===== config.mk =====
export PLATFORM = sky130hd
export DESIGN_NAME = joy_spi_reader_flat
export DESIGN_NICKNAME = d
export VERILOG_FILES = /design/src/rtl/joy_spi_if.sv /design/src/rtl/joy_spi_reader.sv /design/src/flat_wrapper.sv
export SDC_FILE = /design/constraint.sdc
export NUM_CORES = 1
export LEC_CHECK = 0
export ABC_AREA = 0
export BUFFER_PORTS_ARGS = -buffer_cell sky130_fd_sc_hd__buf_2
export CORE_MARGIN = 2
export CORE_UTILIZATION = 53
export DETAILED_ROUTE_END_ITERATION = 10
export PLACE_DENSITY = 0.83
export SYNTH_ARGS = -nofsm -noshare
export SYNTH_HDL_FRONTEND = slang
export SYNTH_SLANG_ARGS = --single-unit

===== constraint.sdc =====
create_clock -name clk -period 2.37 [get_ports clk]
set_input_delay 0.3555 -clock clk [delete_from_list [all_inputs] [get_ports clk]]
set_output_delay 0.3555 -clock clk [all_outputs]
set_load 0.1 [all_outputs]

===== src/rtl/joy_spi_if.sv =====
// Pin-level bundle between the PmodJSTK SPI reader and its surroundings:
// the SPI wires plus the decoded joystick position/button outputs.
interface joy_spi_if;
    logic [1:0] leds;
    logic       miso;
    logic       ss_n;
    logic       sclk;
    logic       mosi;
    logic [9:0] joy_x;
    logic [9:0] joy_y;
    logic [2:0] buttons;
    logic       data_valid;

    modport master (
        input  leds, miso,
        output ss_n, sclk, mosi, joy_x, joy_y, buttons, data_valid
    );

    modport slave (
        output leds, miso,
        input  ss_n, sclk, mosi, joy_x, joy_y, buttons, data_valid
    );
endinterface


===== src/rtl/joy_spi_reader.sv =====
// Periodic PmodJSTK poller: runs a 5-byte SPI mode-0 exchange and publishes
// joystick X/Y and buttons atomically with a one-cycle data_valid pulse.
module joy_spi_reader #(
    parameter int unsigned HALF_DIV = 100,
    parameter int unsigned SS_SETUP = 1500,
    parameter int unsigned BYTE_GAP = 1000,
    parameter int unsigned POLL_DIV = 1000000
) (
    input  logic      clk,
    input  logic      clr,
    joy_spi_if.master bus
);

    localparam int unsigned MAX_A   = (HALF_DIV > SS_SETUP) ? HALF_DIV : SS_SETUP;
    localparam int unsigned MAX_B   = (BYTE_GAP > POLL_DIV) ? BYTE_GAP : POLL_DIV;
    localparam int unsigned MAX_CNT = (MAX_A > MAX_B) ? MAX_A : MAX_B;
    localparam int unsigned CNT_W   = $clog2(MAX_CNT + 1);

    typedef enum logic [2:0] {IDLE, SETUP, SHIFT, GAP, DONE} state_t;

    state_t           state_q, state_d;
    logic [CNT_W-1:0] cnt_q, cnt_d;
    logic             half_q, half_d;
    logic [2:0]       bit_q, bit_d;
    logic [2:0]       byte_q, byte_d;

    logic [1:0]       leds_q;
    logic [6:0]       rx_sh_q;
    logic [7:0]       x_lo_q, y_lo_q;
    logic [1:0]       x_hi_q, y_hi_q;
    logic [2:0]       btn_q;

    logic             ss_n_q, sclk_q, mosi_q, dv_q;
    logic             ss_n_d, sclk_d, mosi_d, dv_d;
    logic [9:0]       joy_x_q, joy_y_q;
    logic [2:0]       buttons_q;

    logic             phase_end_c, rise_c;
    logic [7:0]       tx_byte_c, rx_byte_c;

    assign phase_end_c = (cnt_q == CNT_W'(HALF_DIV - 1));
    // This edge ends a low half-period, so sclk rises and miso is captured now.
    assign rise_c      = (state_q == SHIFT) && !half_q && phase_end_c;
    assign rx_byte_c   = {rx_sh_q, bus.miso};

    // State register with capture and result datapath.
    always_ff @(posedge clk) begin
        if (!clr) begin
            state_q   <= IDLE;
            cnt_q     <= '0;
            half_q    <= 1'b0;
            bit_q     <= '0;
            byte_q    <= '0;
            leds_q    <= '0;
            rx_sh_q   <= '0;
            x_lo_q    <= '0;
            x_hi_q    <= '0;
            y_lo_q    <= '0;
            y_hi_q    <= '0;
            btn_q     <= '0;
            ss_n_q    <= 1'b1;
            sclk_q    <= 1'b0;
            mosi_q    <= 1'b0;
            dv_q      <= 1'b0;
            joy_x_q   <= 10'd512;
            joy_y_q   <= 10'd512;
            buttons_q <= '0;
        end else begin
            state_q <= state_d;
            cnt_q   <= cnt_d;
            half_q  <= half_d;
            bit_q   <= bit_d;
            byte_q  <= byte_d;
            ss_n_q  <= ss_n_d;
            sclk_q  <= sclk_d;
            mosi_q  <= mosi_d;
            dv_q    <= dv_d;

            if (state_q == IDLE && state_d == SETUP) begin
                leds_q <= bus.leds;
            end

            if (rise_c) begin
                rx_sh_q <= rx_byte_c[6:0];
                if (bit_q == 3'd7) begin
                    case (byte_q)
                        3'd0:    x_lo_q <= rx_byte_c;
                        3'd1:    x_hi_q <= rx_byte_c[1:0];
                        3'd2:    y_lo_q <= rx_byte_c;
                        3'd3:    y_hi_q <= rx_byte_c[1:0];
                        default: btn_q  <= rx_byte_c[2:0];
                    endcase
                end
            end

            // Publish all fields together, only from a completed exchange.
            if (state_d == DONE) begin
                joy_x_q   <= {x_hi_q, x_lo_q};
                joy_y_q   <= {y_hi_q, y_lo_q};
                buttons_q <= btn_q;
            end
        end
    end

    // Next-state and sequencing counters.
    always_comb begin
        state_d = state_q;
        cnt_d   = cnt_q + 1'b1;
        half_d  = half_q;
        bit_d   = bit_q;
        byte_d  = byte_q;
        case (state_q)
            IDLE: begin
                if (cnt_q == CNT_W'(POLL_DIV - 1)) begin
                    state_d = SETUP;
                    cnt_d   = '0;
                    byte_d  = '0;
                end
            end
            SETUP: begin
                if (cnt_q == CNT_W'(SS_SETUP - 1)) begin
                    state_d = SHIFT;
                    cnt_d   = '0;
                    half_d  = 1'b0;
                    bit_d   = '0;
                end
            end
            SHIFT: begin
                if (phase_end_c) begin
                    cnt_d  = '0;
                    half_d = ~half_q;
                    if (half_q) begin
                        bit_d = bit_q + 3'd1;
                        if (bit_q == 3'd7) begin
                            if (byte_q == 3'd4) begin
                                state_d = DONE;
                            end else begin
                                state_d = GAP;
                                byte_d  = byte_q + 3'd1;
                            end
                        end
                    end
                end
            end
            GAP: begin
                if (cnt_q == CNT_W'(BYTE_GAP - 1)) begin
                    state_d = SHIFT;
                    cnt_d   = '0;
                    half_d  = 1'b0;
                    bit_d   = '0;
                end
            end
            DONE: begin
                state_d = IDLE;
                cnt_d   = '0;
            end
            default: begin
                state_d = IDLE;
                cnt_d   = '0;
            end
        endcase
    end

    // Output decode from the next state, so pins change on the same edge as the state.
    always_comb begin
        ss_n_d    = 1'b1;
        sclk_d    = 1'b0;
        mosi_d    = 1'b0;
        dv_d      = 1'b0;
        tx_byte_c = (byte_d == 3'd0) ? {6'b100000, leds_q} : 8'h00;
        case (state_d)
            SETUP, GAP: ss_n_d = 1'b0;
            SHIFT: begin
                ss_n_d = 1'b0;
                sclk_d = half_d;
                mosi_d = tx_byte_c[3'd7 - bit_d];
            end
            DONE:    dv_d = 1'b1;
            default: ;
        endcase
    end

    assign bus.ss_n       = ss_n_q;
    assign bus.sclk       = sclk_q;
    assign bus.mosi       = mosi_q;
    assign bus.data_valid = dv_q;
    assign bus.joy_x      = joy_x_q;
    assign bus.joy_y      = joy_y_q;
    assign bus.buttons    = buttons_q;

endmodule

===== src/flat_wrapper.sv =====
// flat-port wrapper written by rule: the top's interface ports become plain ports
module joy_spi_reader_flat 
#(
    parameter int unsigned HALF_DIV = 100,
    parameter int unsigned SS_SETUP = 1500,
    parameter int unsigned BYTE_GAP = 1000,
    parameter int unsigned POLL_DIV = 1000000
)
  (clk, clr, bus_leds, bus_miso, bus_ss_n, bus_sclk, bus_mosi, bus_joy_x, bus_joy_y, bus_buttons, bus_data_valid);
  joy_spi_if bus_i ();
  input  logic clk;
  input  logic clr;
  input wire logic [$bits(bus_i.leds)-1:0] bus_leds;
  input wire logic [$bits(bus_i.miso)-1:0] bus_miso;
  output wire logic [$bits(bus_i.ss_n)-1:0] bus_ss_n;
  output wire logic [$bits(bus_i.sclk)-1:0] bus_sclk;
  output wire logic [$bits(bus_i.mosi)-1:0] bus_mosi;
  output wire logic [$bits(bus_i.joy_x)-1:0] bus_joy_x;
  output wire logic [$bits(bus_i.joy_y)-1:0] bus_joy_y;
  output wire logic [$bits(bus_i.buttons)-1:0] bus_buttons;
  output wire logic [$bits(bus_i.data_valid)-1:0] bus_data_valid;
  assign bus_i.leds = bus_leds;
  assign bus_i.miso = bus_miso;
  assign bus_ss_n = bus_i.ss_n;
  assign bus_sclk = bus_i.sclk;
  assign bus_mosi = bus_i.mosi;
  assign bus_joy_x = bus_i.joy_x;
  assign bus_joy_y = bus_i.joy_y;
  assign bus_buttons = bus_i.buttons;
  assign bus_data_valid = bus_i.data_valid;
  joy_spi_reader #(.HALF_DIV(HALF_DIV), .SS_SETUP(SS_SETUP), .BYTE_GAP(BYTE_GAP), .POLL_DIV(POLL_DIV)) u_core (.clk(clk), .clr(clr), .bus(bus_i));
endmodule

-- Word-level counts from Yosys, hierarchy flattened
Cells that the tools add are included.
- output and inout port bits: 27
- bits of input ports: 5
- word-level logic and storage cells: 90
- bits in registers: 89
- reduce and logical (&&, ||, !) cells: 15
- bitwise gates (word level): 2
- $lt $le $gt $ge: 1
- add/subtract/negate cells: 4
- eq/ne operators: 16
- multiplexer cells: 33
- operators with widths (operator ; count):
    $mux W20 ; 4
    $pmux W20 S4 ; 1
    $mux W3 ; 16
    $add A20 B1 Y20 const B ; 1
    $eq A20 B10 Y1 const B ; 1
    $eq A20 B11 Y1 const B ; 1
    $eq A20 B20 Y1 const B ; 1
    $eq A20 B7 Y1 const B ; 1
    $eq A3 B2 Y1 const B ; 6
    $reduce_and A3 Y1 ; 5
    $pmux W3 S4 ; 1
    $eq A3 B1 Y1 const B ; 3
    $eq A3 B3 Y1 const B ; 3
    $logic_not A3 Y1 ; 3
    $pmux W3 S3 ; 1
    $mux W8 ; 1
    $add A3 B1 Y3 const B ; 2
    $mux W1 ; 6
    $pmux W3 S2 ; 1
    $lt A3 B4 Y1 const B ; 1
    $reduce_or A4 Y1 ; 1
    $bmux W1 S3 ; 1
    $logic_and A1 B1 Y1 ; 3
    $pmux W1 S3 ; 1
    other kinds (5) ; 6

-- Depth between registers and ports, before layout
Gate-level depths: netlist of run 1.
- depth in word-level cells: 10
- mapped depth: 10
- gate-level depth less buffers: 8

-- Worst setup path before layout of run 1
Ideal clock, no wire load.
- path kind: reg2reg
- start point: register u_core.cnt_q[0]
- end point: register u_core.joy_x_q[5] (netlist: u_core.bus.joy_x[5])
- data arrival time: 2197 ps
- slack: 45 ps
- cell stages (with the launch flop): 11
- library setup time: 128 ps
- buffers on the path: 2
- clock period less this slack: 2325 ps
- required time: 2242 ps
- cell sequence: dfxtp_1 -> ha_1 -> nor4b_4 -> nand4_4 -> nor3_2 -> nand3_1 -> or4_1 -> buf_6 -> buf_6 -> mux2i_1 -> nor2_1
- word-level cells in the longest chain between the ends: 4
- elaborated cells on any way between the ends: 10
- classes of those cells: 5 x eq/ne; 5 x mux
- RTL lines (item ; RTL line ; text):
    start, declared ; joy_spi_reader.sv:22 ; logic [CNT_W-1:0] cnt_q, cnt_d;
    start signal, assigned ; joy_spi_reader.sv:70 ; cnt_q <= cnt_d;
    $eq A20 B10 Y1 (tied with other cells) ; joy_spi_reader.sv:146 ; if (cnt_q == CNT_W'(BYTE_GAP - 1)) begin
    $mux W3, on equally long branches ; n/a ;
    $pmux W3 S4 * ; joy_spi_reader.sv:112 ; case (state_q)
    $eq A3 B3 Y1 * ; joy_spi_reader.sv:97 ; if (state_d == DONE) begin
    end signal, assigned ; joy_spi_reader.sv:98 ; joy_x_q <= {x_hi_q, x_lo_q};
    end, declared ; joy_spi_reader.sv:35 ; logic [9:0] joy_x_q, joy_y_q;
Mark *: on every way between the ends. The rest lies on a longest branch, timed or not.
A chain may end at the register's enable or synchronous reset.

-- Final worst setup path of run 1
- start point: register u_core.cnt_q[0]
- end point: register u_core.x_lo_q[7]
- word-level cells in the longest chain between the ends: 3
- RTL lines (item ; RTL line ; text):
    $eq A20 B7 Y1 ; joy_spi_reader.sv:41 ; assign phase_end_c = (cnt_q == CNT_W'(HALF_DIV - 1));
    $logic_and A1 B1 Y1 ; joy_spi_reader.sv:43 ; assign rise_c = (state_q == SHIFT) && !half_q && phase_end_c;
    $reduce_and A3 Y1 (no source line) ; n/a ;
    end signal, assigned ; joy_spi_reader.sv:87 ; 3'd0: x_lo_q <= rx_byte_c;
    end, declared ; joy_spi_reader.sv:29 ; logic [7:0] x_lo_q, y_lo_q;
Every way passes these cells.

==> reports/metrics.csv, run 1 <==
stage,metric,value,unit
timing,RSZ-0062 raised after global routing,true,
synth,Adder-Cell Fraction of Synth Area,2.65,%
outcome,status,"finished, violations left",
synth,top cells by instance count after synthesis,"91 x nor2_1, 89 x dfxtp_1, 47 x mux2i_1, 33 x nand2_1, 19 x nand3_1",
synth,register area share after synthesis,47.2,%
timing,worst rel slew slack,67.2,%
critical_path,Crit path required time,2.61,ns
synth,ranking of synthesized cells by area,"dfxtp_1 47%, mux2i_1 12%, nor2_1 9.0%",
clock_network,CTS tree,built,
final_layout,layout cells sized above 1,22.8,%
place,port bufs,31,
clock_network,Root Driver,clkbuf_8,
critical_path,type of origin of the critical path,flip-flop,
timing,worst hold slack,0.215,ns
floorplanning,Core Region,0.00683,sq mm
pwr,Peak VDD IR,0.338,mV
floorplanning,die area,0.00782,sq mm
pwr,Pint,1.93,mW
place,Placer Congestion,0.907,
routing,via count,3030,
global_route,number of global-route vias before repair,2831,
timing,Final Max Slew Viols,0,
clock_network,clock sinks,89,
pwr,Comb power frac,2.0,%
timing,Final Hold Fails,0,
synth,Ys Warns,0,
synth,Yosys reg bits,89,
synth,Synth Area in Compound Gates,5.53,%
final_layout,final design utilization,66.0,%
pwr,clock share of power,39.5,%
synth,share of the synthesized area in the top cell type,47.2,%
place,post-DP HPWL,5460,um
job,maxcap violations,0,
outcome,failing checks,setup timing,
global_route,initial antenna violation count,0,
floorplanning,Rows,30,
pwr,Seq pwr share,58.5,%
floorplanning,Die Width,88.4,um
timing,clock skew,0.0209,ns
timing,Least-Margin Pin Slew,0.495,ns
floorplanning,# IOs,32,
critical_path,worst-path fanout max,8,
routing,DRT iter0 DRCs,185,
final_layout,Area growth syn-to-layout,19.4,%
synth,Post-Synth Simple-Gate Area,23.7,%
synth,Post-synth EDFFs,0,
floorplanning,Die Height,88.4,um
synth,multiplexer share of the synthesized area,12.5,%
pwr,Power Dens Cells,570,mW/mm^2
critical_path,Critical Path Sink Type,flip-flop,
timing,Tcrit/Tclk final,102,%
global_route,GRT Total Usage,21.5,%
final_layout,ant diodes,0,
clock_network,clk_lat worst skew,0.37,ns
global_route,"Remaining Overflow, GRT",0,
synth,commonest register cell after synthesis,dfxtp_1,
clock_network,"CTS clk-pin slew, worst paths",0.10,ns
global_route,pin count of the biggest net entering global routing,44,
place,pre-CTS WS,-0.0860,ns
synth,"count leader, synth",nor2_1,
synth,Post-Synth XOR/XNOR Area,4.17,%
routing,total wire length,8280,um
routing,Via density,5.44,
timing,fin crit period,2.41,ns
routing,Final ANT Viol Nets,0,
synth,largest family of logic cells by synthesized area,simple AND/OR/NAND/NOR gates,
pwr,leakage,1.84,nW
pwr,overall power,2.57,mW
timing,setup violators final,5,
timing,Max Clock Freq,416,MHz
critical_path,WS Path Type,flip-flop to flip-flop,
synth,Post-Synthesis Net Count,417,
synth,synth unique cells,48,
critical_path,Worst EP arrival,2.65,ns
final_layout,fin nets,469,
floorplanning,initial core utilization,55.3,%
timing,setup slack after layout,-0.0367,ns
routing,DR WL/cell,14.9,um
global_route,first-pass GRT wire length,13200,um
synth,synthesized instance count,404,
hold_path,worst hold-check path type,input pin to flip-flop,
synth,Mean Syn Cell Area,9.35,sq um
pwr,P_sw,646,uW
clock_network,CTS H-Tree Depth,3,
final_layout,fillers,533,
routing,# DRC,0,
clock_network,total CTS buffers,9,
clock_network,CTS max path bufs,2,
synth,async set-reset flop share out of synthesis,0,%
pwr,Sw Share,25.1,%
routing,DRT Pass-1 Iters,5,
synth,cell taking the most area after synthesis,dfxtp_1,
synth,Syn Std Cell Area,0.00378,sq mm
-- per-stage QoR --
stage / TNS [ns] / cell area [sq um] / cells
floorplan: 0 / 3780 / 404
global placement: 0 / 4110 / 535
detailed placement: -0.0860 / 4110 / 535
CTS: -0.0761 / 4380 / 552
global route: -4.26 / 4510 / 557
finish: -0.0761 / 4510 / 557
-- worst max-delay path, stage by stage, from the launching register on --
cell     delay [ns]
dfxtp_4        0.38
ha_4           0.13
nor4b_4        0.29
nand4_4        0.25
buf_6          0.19
nor4_2         0.21
buf_4          0.18
and4_1         0.23
buf_6          0.16
mux2i_1        0.21
nor2_1         0.06
-- layer usage --
metal / up-vias / share of wire, % / track usage, %
met3: 14 / 4.4 / 4.38
met5: - / 0 / 0
met1: 1454 / 44 / 27.9
met4: 0 / 1.3 / 8.40
li1: 1480 / - / -
met2: 82 / 50 / 35.3
-- power groups by stage --
stage	sequential (mW)	combinational, mW	clock [mW]
finish	1.50	0.0513	1.02
global route	1.51	0.0574	1.10
CTS	1.50	0.0493	1.03
detailed placement	1.54	0.0492	0
global placement	1.54	0.0487	0
floorplan	1.54	0.0332	0
-- sequential cells by signal (all words and copies together) (netlist names) --
register               cells
u_core.btn_q               3
u_core.rx_sh_q             7
u_core.state_q             3
u_core.x_lo_q              8
u_core.bus.mosi            1
u_core.cnt_q              20
u_core.leds_q              2
u_core.y_hi_q              2
u_core.bit_q               3
u_core.bus.ss_n            1
u_core.bus.joy_y          10
u_core.half_q              1
u_core.bus.buttons         3
u_core.x_hi_q              2
u_core.y_lo_q              8
u_core.byte_q              3
u_core.bus.joy_x          10
u_core.bus.data_valid      1
u_core.bus.sclk            1
-- timing repair --
item                       4_1_cts  5_1_grt
gates resized for setup         14       17
pin swaps                        5        3
hold buffers                     0        0
gates cloned                     0        1
setup endpoints to repair        5       41
setup buffers                    1        4
-- worst paths after layout --
path,from,depth (start not counted),slack (ns),to
worst max-delay path,u_core.cnt_q[0],10,-0.04,u_core.x_lo_q[7]
worst min-delay path,clr,2,0.22,u_core.bus.joy_x[9]
worst max register to register,u_core.cnt_q[0],10,-0.04,u_core.x_lo_q[7]
worst min register to register,u_core.cnt_q[0],1,0.47,u_core.cnt_q[0]
-- layout by cell type (no fill, tap or decap), types with 3 or more instances in the layout --
cell type and n:
nor2_1 90, buf_4 24, nor3_1 5, buf_6 3, xnor2_1 11, o211ai_1 3
nand4_1 7, clkbuf_8 9, inv_6 3, buf_2 31, dfxtp_2 3, ha_1 7
nand3_1 19, mux2i_1 46, inv_1 10, nand2_1 33, dfxtp_1 85, a21oi_1 14
xor2_1 7
-- layout make-up --
class                           instances  area [sq um]  area share, %
Clock buffer                            9           124           2.75
Sequential cell                        89          1790           39.7
Timing Repair Buffer                   61           434           9.63
Multi-Input combinational cell        284          1930           42.8
Inverter                               11          41.3          0.916
Tap cell                               96           120           2.66
Clock inverter                          7          70.1           1.55
-- logic make-up (layout without fill, tap and decap cells) --
logic type      count (synthesis)  count (layout)
mux                            47              47
fa+ha+maj                       8               8
buf+inv                        31              88
flops                          89              89
compound gates                 30              30
xor+xnor                       18              18
simple gates                  181             181
Note: power is estimated with default switching activity, not from simulation.
==> run 2, diff against run 1 <==
Settings changed: SETUP_SLACK_MARGIN set to 0.02.
==> run 2 against run 1 <==
The flow still finishes with violations (setup timing). Non-clock buffer count grew 4. Register-to-register slack worse by 0.06 ns. Wire length grew 5.2%. Final area rose by 0.69%. Via count rose by 1.1%. Critical path depth shrank 1. Total power hardly changed. Sequential power about the same. Flip-flop and latch count unchanged. Clock power about the same. Clock-buffer cell count did not move. Critical path type unchanged. Largest power group unchanged. Highest routed layer unchanged.
==> reports/metrics.csv, run 2 (synthesized netlist as in run 1, its figures left out) <==
stage,metric,value,unit
global_route,initial antenna violation count,0,
timing,setup slack after layout,-0.102,ns
clock_network,"CTS clk-pin slew, worst paths",0.10,ns
place,Placement Cell Area,0.00411,sq mm
global_route,GRT Total Usage,21.8,%
clock_network,CTS tree,built,
routing,DRT Pass-1 Iters,5,
job,maxcap violations,0,
place,DP Cell Count,535,
global_route,number of global-route vias before repair,2850,
clock_network,total CTS buffers,9,
pwr,clock share of power,39.5,%
clock_network,Root Driver,clkbuf_8,
routing,via count,3064,
critical_path,type of origin of the critical path,flip-flop,
floorplanning,Core Region,0.00683,sq mm
pwr,Peak VDD IR,0.367,mV
timing,fin crit period,2.47,ns
outcome,status,"finished, violations left",
final_layout,fin nets,473,
critical_path,worst-path fanout max,15,
critical_path,Critical Path Sink Type,flip-flop,
pwr,Sw Share,25.1,%
critical_path,Crit path required time,2.62,ns
global_route,pin count of the biggest net entering global routing,44,
timing,clock skew,0.0139,ns
routing,Via density,5.46,
timing,Final Max Slew Viols,0,
routing,# DRC,0,
place,pre-CTS WS,-0.0860,ns
timing,Final Hold Fails,0,
routing,DR WL/cell,15.5,um
timing,setup violators final,26,
final_layout,final non-filler cell total,561,
timing,Tcrit/Tclk final,104,%
routing,DRT iter0 DRCs,194,
timing,RSZ-0062 raised after global routing,true,
final_layout,ant diodes,0,
critical_path,r2r startpoint,u_core.cnt_q[0],
clock_network,clk_lat worst skew,0.37,ns
global_route,first-pass GRT wire length,13400,um
clock_network,clock sinks,89,
pwr,Seq pwr share,58.5,%
final_layout,Area growth syn-to-layout,20.2,%
clock_network,CTS max path bufs,2,
final_layout,"most common cell after layout, fill and taps aside",nor2_1,
pwr,Pint,1.93,mW
critical_path,WS Path Type,flip-flop to flip-flop,
timing,Max Clock Freq,405,MHz
final_layout,Largest Register,u_core.cnt_q,
pwr,Comb power frac,2.0,%
timing,worst hold slack,0.206,ns
global_route,"Remaining Overflow, GRT",0,
place,post-DP HPWL,5460,um
routing,Final ANT Viol Nets,0,
floorplanning,die area,0.00782,sq mm
outcome,failing checks,setup timing,
final_layout,Final Cell Area,0.00454,sq mm
clock_network,CTS H-Tree Depth,3,
routing,total wire length,8710,um
final_layout,layout cells sized above 1,23.7,%
floorplanning,initial core utilization,55.3,%
final_layout,max reg flops,20,
pwr,P_sw,646,uW
final_layout,"commonest non-fill, non-tap cells in the layout","90 x nor2_1, 85 x dfxtp_1, 46 x mux2i_1",
clock_network,CTS Hold Bufs,0,
critical_path,Worst EP arrival,2.72,ns
timing,worst rel slew slack,67.6,%
floorplanning,Die Height,88.4,um
place,port bufs,31,
floorplanning,# IOs,32,
place,Placer Congestion,0.907,
pwr,leakage,1.85,nW
floorplanning,Die Width,88.4,um
pwr,Power Dens Cells,566,mW/mm^2
timing,Least-Margin Pin Slew,0.482,ns
floorplanning,Rows,30,
hold_path,worst hold start,clr,
critical_path,Critical Path Start,u_core.cnt_q[0],
hold_path,worst hold-check path type,input pin to flip-flop,
run 2: what timing repair did:
| item | 4_1_cts | 5_1_grt |
|---|---|---|
| gates resized for setup | 14 | 17 |
| cloned | 0 | 1 |
| endpoints found under the setup margin | 21 | 46 |
| setup buffers | 4 | 5 |
| pin swaps | 5 | 9 |
run 2: layout make-up:
cell class              instances  area (sq um)
flip-flops and latches         89          1790
repair buffers                 65           460
multi-input cells             284          1930
clock buffers                   9           124
fillers                       523          2290
inverters                      11          41.3
clock inverters                 7          70.1
well taps                      96           120
run 2: critical path: stages (launching register included):
cell and delay (ns):
dfxtp_4 0.38, ha_4 0.12, nor4b_4 0.30, nand4_4 0.20, nor3_4 0.18, nand3_1 0.09
or4_4 0.62, buf_12 0.19, mux2i_1 0.19, nor2_1 0.08
run 2: power by group through the flow:
stage          Clock (mW)  Combinational (mW)  Sequential, mW
4_1_cts              1.03              0.0493            1.50
5_1_grt              1.10              0.0571            1.51
3_3_place_gp            0              0.0487            1.54
3_5_place_dp            0              0.0492            1.54
6_report             1.02              0.0512            1.50
2_1_floorplan           0              0.0332            1.54
run 2: final timing paths:
check	endpoint	slack [ns]	cells after the start
worst max-delay path	u_core.bus.joy_y[0]	-0.10	9
worst min-delay path	u_core.bus.joy_x[9]	0.21	2
worst max register to register	u_core.bus.joy_y[0]	-0.10	9
worst min register to register	u_core.cnt_q[0]	0.46	1
run 2: routing by layer:
layer / vias to the layer above / global-route usage, % / part of all wire, %
met1: 1476 / 28.5 / 43
met2: 83 / 35.7 / 51
met5: - / 0 / 0
met3: 15 / 4.38 / 4.3
met4: 0 / 8.26 / 1.8
li1: 1490 / - / -
run 2: per-stage QoR:
step / TNS [ns] / total power, mW / util (%)
after floorplan: 0 / 1.57 / -
after global placement: 0 / 1.59 / 60.2
after detailed placement: -0.0860 / 1.59 / 60.2
after CTS: -0.0761 / 2.58 / 64.5
after global routing: -4.67 / 2.66 / 66.4
final: -0.756 / 2.57 / 66.4
